`src/rtl/fifo_tx_drain_if.sv`:
```
// FIFO read side plus serial-link and status signals of the drain.
// slave: the drain itself; master: whatever surrounds it.
interface fifo_tx_drain_if #(
    parameter int DATA_W = 4,
    parameter int CNT_W  = 8
);
    logic              tx_en;
    logic              fifo_empty;
    logic [DATA_W-1:0] fifo_data;
    logic              fifo_pop;
    logic              tx_line;
    logic              tx_busy;
    logic              frame_done;
    logic [CNT_W-1:0]  frame_cnt;

    modport slave (
        input  tx_en, fifo_empty, fifo_data,
        output fifo_pop, tx_line, tx_busy, frame_done, frame_cnt
    );

    modport master (
        output tx_en, fifo_empty, fifo_data,
        input  fifo_pop, tx_line, tx_busy, frame_done, frame_cnt
    );
endinterface

```
`src/rtl/fifo_tx_drain.sv`:
```
// Pops FIFO words and sends them LSB-first as start/data/[parity]/stop frames.
// Optional even parity bit: define FIFO_TX_DRAIN_PARITY_EN. Frame = 1 + (DATA_W+2)*CLKS_PER_BIT cycles.
module fifo_tx_drain #(
    parameter int DATA_W       = 4,
    parameter int CLKS_PER_BIT = 4,
    parameter int CNT_W        = 8
) (
    input  logic           clk,
    input  logic           reset,
    fifo_tx_drain_if.slave bus
);
    localparam int CLK_CW = (CLKS_PER_BIT > 1) ? $clog2(CLKS_PER_BIT) : 1;
    localparam int BIT_CW = (DATA_W > 1) ? $clog2(DATA_W) : 1;
    localparam logic [CLK_CW-1:0] CLK_LAST = CLK_CW'(CLKS_PER_BIT - 1);
    localparam logic [BIT_CW-1:0] BIT_LAST = BIT_CW'(DATA_W - 1);

    typedef enum logic [2:0] {
        S_IDLE,
        S_POP,
        S_START,
        S_DATA,
`ifdef FIFO_TX_DRAIN_PARITY_EN
        S_PARITY,
`endif
        S_STOP
    } state_e;

    state_e             state_q, state_d;
    logic [CLK_CW-1:0]  clk_cnt_q, clk_cnt_d;
    logic [BIT_CW-1:0]  bit_cnt_q, bit_cnt_d;
    logic [DATA_W-1:0]  shreg_q, shreg_d;
    logic [CNT_W-1:0]   frame_cnt_q, frame_cnt_d;
`ifdef FIFO_TX_DRAIN_PARITY_EN
    logic               par_q, par_d;
`endif

    logic pop;
    logic line;
    logic done;
    logic bit_end;
    logic start_ok;

    assign bit_end  = (clk_cnt_q == CLK_LAST);
    assign start_ok = bus.tx_en && !bus.fifo_empty;

    always_ff @(posedge clk) begin
        if (reset) begin
            state_q     <= S_IDLE;
            clk_cnt_q   <= '0;
            bit_cnt_q   <= '0;
            shreg_q     <= '0;
            frame_cnt_q <= '0;
`ifdef FIFO_TX_DRAIN_PARITY_EN
            par_q       <= 1'b0;
`endif
        end else begin
            state_q     <= state_d;
            clk_cnt_q   <= clk_cnt_d;
            bit_cnt_q   <= bit_cnt_d;
            shreg_q     <= shreg_d;
            frame_cnt_q <= frame_cnt_d;
`ifdef FIFO_TX_DRAIN_PARITY_EN
            par_q       <= par_d;
`endif
        end
    end

    always_comb begin
        state_d     = state_q;
        clk_cnt_d   = clk_cnt_q;
        bit_cnt_d   = bit_cnt_q;
        shreg_d     = shreg_q;
        frame_cnt_d = frame_cnt_q;
`ifdef FIFO_TX_DRAIN_PARITY_EN
        par_d       = par_q;
`endif
        pop  = 1'b0;
        line = 1'b1;
        done = 1'b0;

        case (state_q)
            S_IDLE: begin
                if (start_ok) state_d = S_POP;
            end
            S_POP: begin
                pop       = 1'b1;
                shreg_d   = bus.fifo_data;
`ifdef FIFO_TX_DRAIN_PARITY_EN
                // Latched here because the shift register is consumed during DATA.
                par_d     = ^bus.fifo_data;
`endif
                clk_cnt_d = '0;
                bit_cnt_d = '0;
                state_d   = S_START;
            end
            S_START: begin
                line = 1'b0;
                if (bit_end) begin
                    clk_cnt_d = '0;
                    state_d   = S_DATA;
                end else begin
                    clk_cnt_d = clk_cnt_q + CLK_CW'(1);
                end
            end
            S_DATA: begin
                line = shreg_q[0];
                if (bit_end) begin
                    clk_cnt_d = '0;
                    shreg_d   = shreg_q >> 1;
                    if (bit_cnt_q == BIT_LAST) begin
                        bit_cnt_d = '0;
`ifdef FIFO_TX_DRAIN_PARITY_EN
                        state_d   = S_PARITY;
`else
                        state_d   = S_STOP;
`endif
                    end else begin
                        bit_cnt_d = bit_cnt_q + BIT_CW'(1);
                    end
                end else begin
                    clk_cnt_d = clk_cnt_q + CLK_CW'(1);
                end
            end
`ifdef FIFO_TX_DRAIN_PARITY_EN
            S_PARITY: begin
                line = par_q;
                if (bit_end) begin
                    clk_cnt_d = '0;
                    state_d   = S_STOP;
                end else begin
                    clk_cnt_d = clk_cnt_q + CLK_CW'(1);
                end
            end
`endif
            S_STOP: begin
                line = 1'b1;
                if (bit_end) begin
                    done        = 1'b1;
                    clk_cnt_d   = '0;
                    frame_cnt_d = frame_cnt_q + CNT_W'(1);
                    state_d     = start_ok ? S_POP : S_IDLE;
                end else begin
                    clk_cnt_d = clk_cnt_q + CLK_CW'(1);
                end
            end
            default: state_d = S_IDLE;
        endcase
    end

    assign bus.fifo_pop   = pop;
    assign bus.tx_line    = line;
    assign bus.tx_busy    = (state_q != S_IDLE);
    assign bus.frame_done = done;
    assign bus.frame_cnt  = frame_cnt_q;
endmodule

```
`src/flat_wrapper.sv`:
```
// flat-port wrapper written by rule: the top's interface ports become plain ports
module fifo_tx_drain_flat 
#(
    parameter int DATA_W       = 4,
    parameter int CLKS_PER_BIT = 4,
    parameter int CNT_W        = 8
)
  (clk, reset, bus_tx_en, bus_fifo_empty, bus_fifo_data, bus_fifo_pop, bus_tx_line, bus_tx_busy, bus_frame_done, bus_frame_cnt);
  fifo_tx_drain_if #(.DATA_W(DATA_W), .CNT_W(CNT_W)) bus_i ();
  input  logic clk;
  input  logic reset;
  input wire logic [$bits(bus_i.tx_en)-1:0] bus_tx_en;
  input wire logic [$bits(bus_i.fifo_empty)-1:0] bus_fifo_empty;
  input wire logic [$bits(bus_i.fifo_data)-1:0] bus_fifo_data;
  output wire logic [$bits(bus_i.fifo_pop)-1:0] bus_fifo_pop;
  output wire logic [$bits(bus_i.tx_line)-1:0] bus_tx_line;
  output wire logic [$bits(bus_i.tx_busy)-1:0] bus_tx_busy;
  output wire logic [$bits(bus_i.frame_done)-1:0] bus_frame_done;
  output wire logic [$bits(bus_i.frame_cnt)-1:0] bus_frame_cnt;
  assign bus_i.tx_en = bus_tx_en;
  assign bus_i.fifo_empty = bus_fifo_empty;
  assign bus_i.fifo_data = bus_fifo_data;
  assign bus_fifo_pop = bus_i.fifo_pop;
  assign bus_tx_line = bus_i.tx_line;
  assign bus_tx_busy = bus_i.tx_busy;
  assign bus_frame_done = bus_i.frame_done;
  assign bus_frame_cnt = bus_i.frame_cnt;
  fifo_tx_drain #(.DATA_W(DATA_W), .CLKS_PER_BIT(CLKS_PER_BIT), .CNT_W(CNT_W)) u_core (.clk(clk), .reset(reset), .bus(bus_i));
endmodule
```
`config.mk`:
```
export PLATFORM = sky130hd
export DESIGN_NAME = fifo_tx_drain_flat
export DESIGN_NICKNAME = d
export VERILOG_FILES = /design/src/rtl/fifo_tx_drain_if.sv /design/src/rtl/fifo_tx_drain.sv /design/src/flat_wrapper.sv
export SDC_FILE = /design/constraint.sdc
export NUM_CORES = 1
export LEC_CHECK = 0
export CORE_MARGIN = 5
export CORE_UTILIZATION = 36
export DETAILED_ROUTE_END_ITERATION = 8
export GPL_TIMING_DRIVEN = 0
export PLACE_DENSITY = 0.58
export SYNTH_ARGS = -nofsm -noshare
export SYNTH_HDL_FRONTEND = slang
export SYNTH_SLANG_ARGS = --single-unit
```
`constraint.sdc`:
```
create_clock -name clk -period 1.78 [get_ports clk]
set_input_delay 0.356 -clock clk [delete_from_list [all_inputs] [get_ports clk]]
set_output_delay 0.356 -clock clk [all_outputs]
set_load 0.005 [all_outputs]
```
**Word-level counts from Yosys, hierarchy flattened**

Index checks and enable logic that the tools add are counted.
Widths: inputs -> output; s select.

- Multipliers: 0
- Reductions and logical operators: 10
- Bitwise logic cells: 0
- Muxes and demuxes: 18
- Magnitude comparators: 0
- Divide/modulo/power cells: 0
- Shift operators: 0
- Equal/unequal tests: 11
- Add/subtract/negate cells: 3

Operator list:

| cell | count |
|---|---|
| $mux 3 | 5 |
| $pmux 3 s5 | 1 |
| $ne 2x1->1 const B | 5 |
| $add 8x1->8 const B | 1 |
| $pmux 2 s2 | 2 |
| $pmux 4 s2 | 1 |
| $eq 3x2->1 const B | 2 |
| $mux 2 | 3 |
| $reduce_and 5->1 | 1 |
| $add 2x1->2 const B | 2 |
| $eq 2x2->1 const B | 2 |
| $mux 1 | 4 |
| $mux 4 | 1 |
| $reduce_and 2->1 | 2 |
| $reduce_bool 2->1 | 2 |
| $eq 3x1->1 const B | 1 |
| $eq 3x3->1 const B | 1 |
| $logic_not 3->1 | 1 |
| $reduce_bool 3->1 | 1 |
| $reduce_or 3->1 | 1 |
| $pmux 1 s2 | 1 |
| $logic_and 1x1->1 | 1 |
| $logic_not 1->1 | 1 |

- Memories kept: 0
- ROM bits: 0
- RAM bits: 0
- Register bits after elaboration: 19
- Bits in latches: 0
- Logic and storage cells: 47
- Output and inout port bits: 12
- Input port bits: 8

**Depth between registers and ports, before layout**

- Depth in word-level cells: 5
- Mapped depth: 5
- Gate-level depth less buffers: 4

**Least setup slack after synthesis**

No wires, ideal clock.

- Kind: register to register
- Start point: register u_core.clk_cnt_q[0]
- End point: register u_core.frame_cnt_q[7] (netlist: u_core.bus.frame_cnt[7])
- Data arrival time: 1.395 ns
- Stages on the path, launching flop included: 5
- Setup slack: 0.265 ns
- Required time: 1.659 ns
- Path buffers: 0
- Clock period less this slack: 1.515 ns
- Setup time: 0.121 ns
- Cell sequence: dfxtp_1 > ha_1 > nand4bb_4 > nor4_1 > mux2_2

- Cells in the longest elaborated chain, start to end: 2

Ends and longest elaborated chain:

| what | RTL line | RTL |
|---|---|---|
| start: declaration | fifo_tx_drain.sv:29 | `logic [CLK_CW-1:0] clk_cnt_q, clk_cnt_d;` |
| start signal: assignment | fifo_tx_drain.sv:58 | `clk_cnt_q <= clk_cnt_d;` |
| $eq 2x2->1 | fifo_tx_drain.sv:43 | `assign bit_end = (clk_cnt_q == CLK_LAST);` |
| $reduce_and 2->1 (no source line) | n/a |  |
| end signal: assignment | fifo_tx_drain.sv:61 | `frame_cnt_q <= frame_cnt_d;` |
| end: declaration | fifo_tx_drain.sv:32 | `logic [CNT_W-1:0] frame_cnt_q, frame_cnt_d;` |

Every way passes these cells.
A chain may end at the register's enable or synchronous reset.

**Worst setup path in the final report**

- Start point: register u_core.state_q[0]
- End point: output bus_fifo_pop

- Cells in the longest elaborated chain, start to end: 2

Ends and longest elaborated chain:

| what | RTL line | RTL |
|---|---|---|
| start: declaration | fifo_tx_drain.sv:28 | `state_e state_q, state_d;` |
| start signal: assignment | fifo_tx_drain.sv:57 | `state_q <= state_d;` |
| $eq 3x1->1 | fifo_tx_drain.sv:81 | `case (state_q)` |
| $mux 1 | fifo_tx_drain.sv:81 |  |
| end: declaration | flat_wrapper.sv:15 | `output wire logic [$bits(bus_i.fifo_pop)-1:0] bus_fifo_pop;` |

Every way passes these cells.

==> impl_results.md <==
* Leakage power at 0.499 nW
* Worst R2R Path Depth at 5
* Initial DRC Count at 29
* Compound-Gate Fraction of Synth Area at 0.187
* Post-synth top area share at 0.382
* Clock skew at 0.00514 ns
* Mapped Area at 996 sq um
* Row count at 19
* Via count at 923
* Synth Area in Adders at 0.0377
* Slew Viols, Final at 0
* Max Fclk at 586 MHz
* CTS tree: yes
* Top FF cell, synth: dfxtp_1
* Worst R2R End: u_core.bus.frame_cnt[5]
* Synth top area cells: dfxtp_1 (38%), a21oi_1 (6.0%), mux2i_1 (5.0%)
* Arrival time worst endpoint at 1.35 ns
* Cell variety after synth at 32
* Port bufs at 19
* RSZ-0062 raised after global routing: false
* Number of global-route vias before repair at 866
* Fin crit share at 0.958
* Total Wirelength at 2260 microns
* Register clock-pin slew on the reported worst setup and hold paths at 0.11 ns
* Fin cells at between 150 and 200
* Gr ovfl total at 0
* FF-to-FF setup slack at ~0.18 ns
* Post-synthesis xor/xnor area fraction at 0.00879
* Crit Path Max Fanout at 10
* Die W at around 63 microns
* Die area at 3920 sq um
* Setup TNS at 0 ns
* Global-route wire length before repair at just under 4000 microns
* Top-count cell post-synth: dfxtp_1
* Filler Cells Inserted at 268
* ANT nets after route at 0
* Slew @ Worst Pin at slightly above 0.5 ns
* Post-synth EDFFs at 0
* Placed cells at 167
* WHS Path Cells at 2
* WHS at 0.491 ns
* Post-synth ARST share at 0
* Total clock sinks at 19
* Crit path max-delay cell type: dfxtp_4
* Reg-to-reg critical path startpoint: u_core.state_q[1]
* Setup CP Type: register to output pin
* WP buf/inv at 2
* Max cap viols at 0
* Post-Syn Area per Cell at between 8 and 9 sq um
* Net count, final at 157
* Final core utilization at 0.502
* CP Launch Type: register
* Post-synth net total at 128
* Global Route Usage Sum at 0.121
* H-tree depth at 1
* Power Dens Cells at 602 nW/um^2
* Area leader, netlist: dfxtp_1
* GPL Wtd Cong at roughly 0.74
* Cell Chain, Critical Path: clkbuf_4 -> nor3b_4 -> dlygate4sd2_1
* Worst Hold End: u_core.shreg_q[3]
* Fin crit period at roughly 1.7 ns
* Diode count at 0
* Mux contribution to synthesized area at 0.0616
* Worst-Skew Late Latency at 0.30 ns
* Residual DRC at 0
* Area grow syn2layout at 36.6%
* Final hold violations at 0
* WP data required at roughly 1.4 ns
* Core area at 2710 sq um
* Clock Tree Buf Depth at 2
* Share of layout cells above drive strength 1 at 0.186
* Syn Inst Count at around 120
* CTS buffer count at 3
* Initial Util at 0.367
* Largest net degree at the start of global routing at 14
* Hold Path Class: register to register
* Sequential area share after synthesis at 0.382
* Hold Path Origin: u_core.shreg_q[3]
* Final setup viols at 0
* Top post-synthesis cells by count: dfxtp_1 (19), a21oi_1 (12), nand2_1 (9), nor2_1 (9), o21ai_0 (7)
* Initial antenna violation count at 0
* I/O pins at 20
* Die Y at 62.6 microns
* Yosys Warn Count at 0
* Routed WL per cell at 12.9 microns
* CP max stage delay at 0.39 ns
* Via-to-Cell Ratio at approximately 5.2
* Outcome: completed
* Drt pass-1 iters at 4
* Crit end category: output pin
* Clock root cell: clkbuf_4
* Synthesis-stage register bit count at 19
* Family with the most delay on the worst path: buffers and inverters
* Rel. slew slack at 0.657
* Combinational family with the most area after synthesis: simple AND/OR/NAND/NOR gates
* DP Wirelength at around 1600 microns
* Simple-gate area share of the yosys netlist at 0.270
* Final Total Pwr at 0.818 mW
* Worst VDD drop at 448 uV
worst max path at each step:
| stage | startpoint | endpoint | depth (start not counted) |
|---|---|---|---|
| global placement | u_core.state_q[0] | bus_fifo_pop | 3 |
| finish | u_core.state_q[0] | bus_fifo_pop | 3 |
| detailed placement | u_core.state_q[0] | bus_fifo_pop | 3 |
| floorplan | u_core.clk_cnt_q[0] | u_core.bus.frame_cnt[7] | 4 |
| CTS | u_core.state_q[1] | bus_tx_busy | 3 |
| global route | u_core.state_q[0] | bus_fifo_pop | 3 |
area by class of cell:
class,instances,area (sq um),share of cell area
tap,31,38.8,0.0285
timing repair buffer,25,233,0.171
clock inverter,1,5.00,0.00368
clock buffer,3,22.5,0.0166
multi-input combinational,87,606,0.445
buffer,6,48.8,0.0359
inverter,4,15.0,0.0110
sequential,19,392,0.288
layout by cell type (no fill, tap or decap), types with 3 or more instances in the layout:
cell             synthesis  layout
dfxtp_2                  0       3
o21ai_0                  7       7
dfxtp_1                 19      14
buf_4                    1       7
nor2_1                   9       9
clkbuf_4                 0       4
nand2_1                  9       9
inv_1                    4       4
or3_1                    5       4
a21oi_1                 12      12
nand3_1                  5       5
mux2i_1                  5       5
nand2b_1                 4       4
nor2b_1                  5       4
a211oi_1                 3       3
clkdlybuf4s50_1          0      15
layer usage:
metal  track usage  vias to the layer above  wire length (microns)
met5             0                        -                      0
met4        0.0318                        0                      0
met3        0.0414                        0                     92
met2         0.189                       21                   1060
met1         0.158                      423                   1110
li1              -                      479                      -
registers in the layout, summed over array words and instances (netlist names):
name / cells
u_core.bus.frame_cnt: 8
u_core.clk_cnt_q: 2
u_core.bit_cnt_q: 2
u_core.state_q: 3
u_core.shreg_q: 4
timing repair:
item / 4_1_cts / 5_1_grt
gates cloned: 0 / 0
pin swaps: 3 / 0
endpoints found under the setup margin: 4 / 4
hold buffers: 0 / 0
setup buffers: 3 / 3
gates resized for setup: 21 / 9
worst reg2reg max path: stages, from the launching register on:
cell	delay, ns
dfxtp_2	0.33
buf_6	0.13
nand4bb_4	0.20
buf_4	0.20
or4_1	0.51
a21oi_1	0.16
kinds of logic (layout without fill, tap and decap cells):
kind of cell / count (synthesis) / in the layout
buffers and inverters: 11 / 39
AOI/OAI and AO/OA: 31 / 31
xor gates and xnor gates: 1 / 1
DFF: 19 / 19
and+or+nand+nor: 46 / 46
muxes: 6 / 6
adders and majority gates: 3 / 3
metrics by stage:
step	setup WS (ns)	instance area, sq um
2_1_floorplan	0.265	996
3_3_place_gp	-0.243	1220
3_5_place_dp	-0.247	1220
4_1_cts	0.0148	1310
5_1_grt	0.00377	1360
6_report	0.0748	1360
power breakdown:
group	switching, mW	internal, mW
Combinational	0.0618	0.0844
Sequential	0.0111	0.440
Clock	0.138	0.0838
Total	0.211	0.608
(Power assumes the default switching activity.)
==> RTL edit: new RTL, same settings <==
Reset style: asynchronous (`reset`), changed in one clocked block.
--- a/src/rtl/fifo_tx_drain.sv
+++ b/src/rtl/fifo_tx_drain.sv
@@ -44,5 +44,5 @@
     assign start_ok = bus.tx_en && !bus.fifo_empty;
 
-    always_ff @(posedge clk) begin
+    always_ff @(posedge clk or posedge reset) begin
         if (reset) begin
             state_q     <= S_IDLE;
Function: differs if reset is asserted again (counterexample within 4 cycles, from zero or initial values and one cycle with reset high); with reset held inactive, the same outputs for 10 cycles.
==> RTL edit against the unedited design <==
Sequential cell count is the same; largest cell class unchanged; synthesized area is the same; wire length shrank 9.3%; first-iteration DRC count grew 28%; cell area shrank 1.0%; utilization shrank 0.51 points; worst setup slack lost 0.018 ns.
Power is not compared: it rests on default switching activity, and its combinational part moved more than twofold at a synthesized area within 25%.
==> RTL edit: results (changes against the unedited design) <==
The buffer count from post-CTS setup fixing is 5 (+2). The path class of the tightest hold or removal check is in2async. Tracing the worst setup path back leads to its startpoint at u_core.clk_cnt_q[1]$_DFFE_PP0P_.

On the critical path the largest part of the delay comes from flip-flops. The sum of met3 wire segment lengths after detailed routing came out at 119 µm (+29%). The largest individual stage delay along the critical path comes from the cell sky130_fd_sc_hd__dfrtp_1. The number of cells on the worst reg-to-reg path was 6 (+1); the net count after synthesis was 97 (-24%).

The placed instance count is 136 (-19%). The highest layer touched by signal routing is met4. The first-pass GRT wire length is 3.52 mm (-11%).

The tools report the number of standard cells in the layout, taps in and fillers out as 148 (-16%). Sorting the synthesized cells by how often they occur yields sky130_fd_sc_hd__dfrtp_1, sky130_fd_sc_hd__mux2_4, sky130_fd_sc_hd__nand2_1, sky130_fd_sc_hd__xnor2_1, sky130_fd_sc_hd__nor2_1. The final weighted congestion of routability-driven global placement is 0.800 (+7.7%). The flow ran to the end, and the final reports show no timing, DRC or antenna violations. The post-route met1 wirelength was 933 µm (-16%); the met2 wirelength from detailed routing was 988 µm (-6.5%). The count of routing violations after the opening detailed-route iteration is 37 (+28%), and the number of gates resized after cts is 18 (-14%). The logs give 1.37 ns (+0.02 ns) for the worst path arrival time and 0.111 (-0.00979) for the total routing resource utilization after global routing. The met1 demand-to-capacity share in global routing was 0.141 (-0.0163).

The per-cell via count in the routed design is 5.23 (-0.28%), and the number of global-route vias before repair is 775 (-11%). The xor and xnor fraction of the mapped netlist area works out to 0.0616 (+0.0528). The highest net fanout along the worst path was 4 (-6); the detailed-route wire length per cell was 13.9 µm (+7.8%).

The logs give 0.0378 (-0.00360) for the met3 routing resource usage after global routing and 1.41 mm (-10%) for the estimated wirelength of the detail-placed design. The delay contributed by the slowest stage of the critical path is 0.43 ns (+0.04 ns). The run gives 475 µm² (+21%) as the sequential cell area in the final layout. Minimum setup slack in the final design: 0.0567 ns (-0.0181 ns). The proportion of synthesized chip area in sequential cells was 0.477 (+0.0955); the pre-CTS setup slack was -0.208 ns (+0.0393 ns).
==> RTL edit: cell count changes after synthesis, moves of 5 or more <==
cell	before	now
sky130_fd_sc_hd__o21ai_0	7	0
sky130_fd_sc_hd__xnor2_1	0	6
sky130_fd_sc_hd__nor2b_1	5	0
sky130_fd_sc_hd__dfxtp_1	19	0
sky130_fd_sc_hd__a21oi_1	12	3
sky130_fd_sc_hd__clkbuf_1	5	0
sky130_fd_sc_hd__dfrtp_1	0	19
sky130_fd_sc_hd__mux2_4	0	6
==> RTL edit: cell type report <==
cell class | instances | share of cell area
inverter | 4 | 0.0112
multi-input combinational | 59 | 0.375
clock buffer | 4 | 0.0195
buffer | 4 | 0.0335
tap | 31 | 0.0288
timing repair buffer | 27 | 0.179
sequential | 19 | 0.353
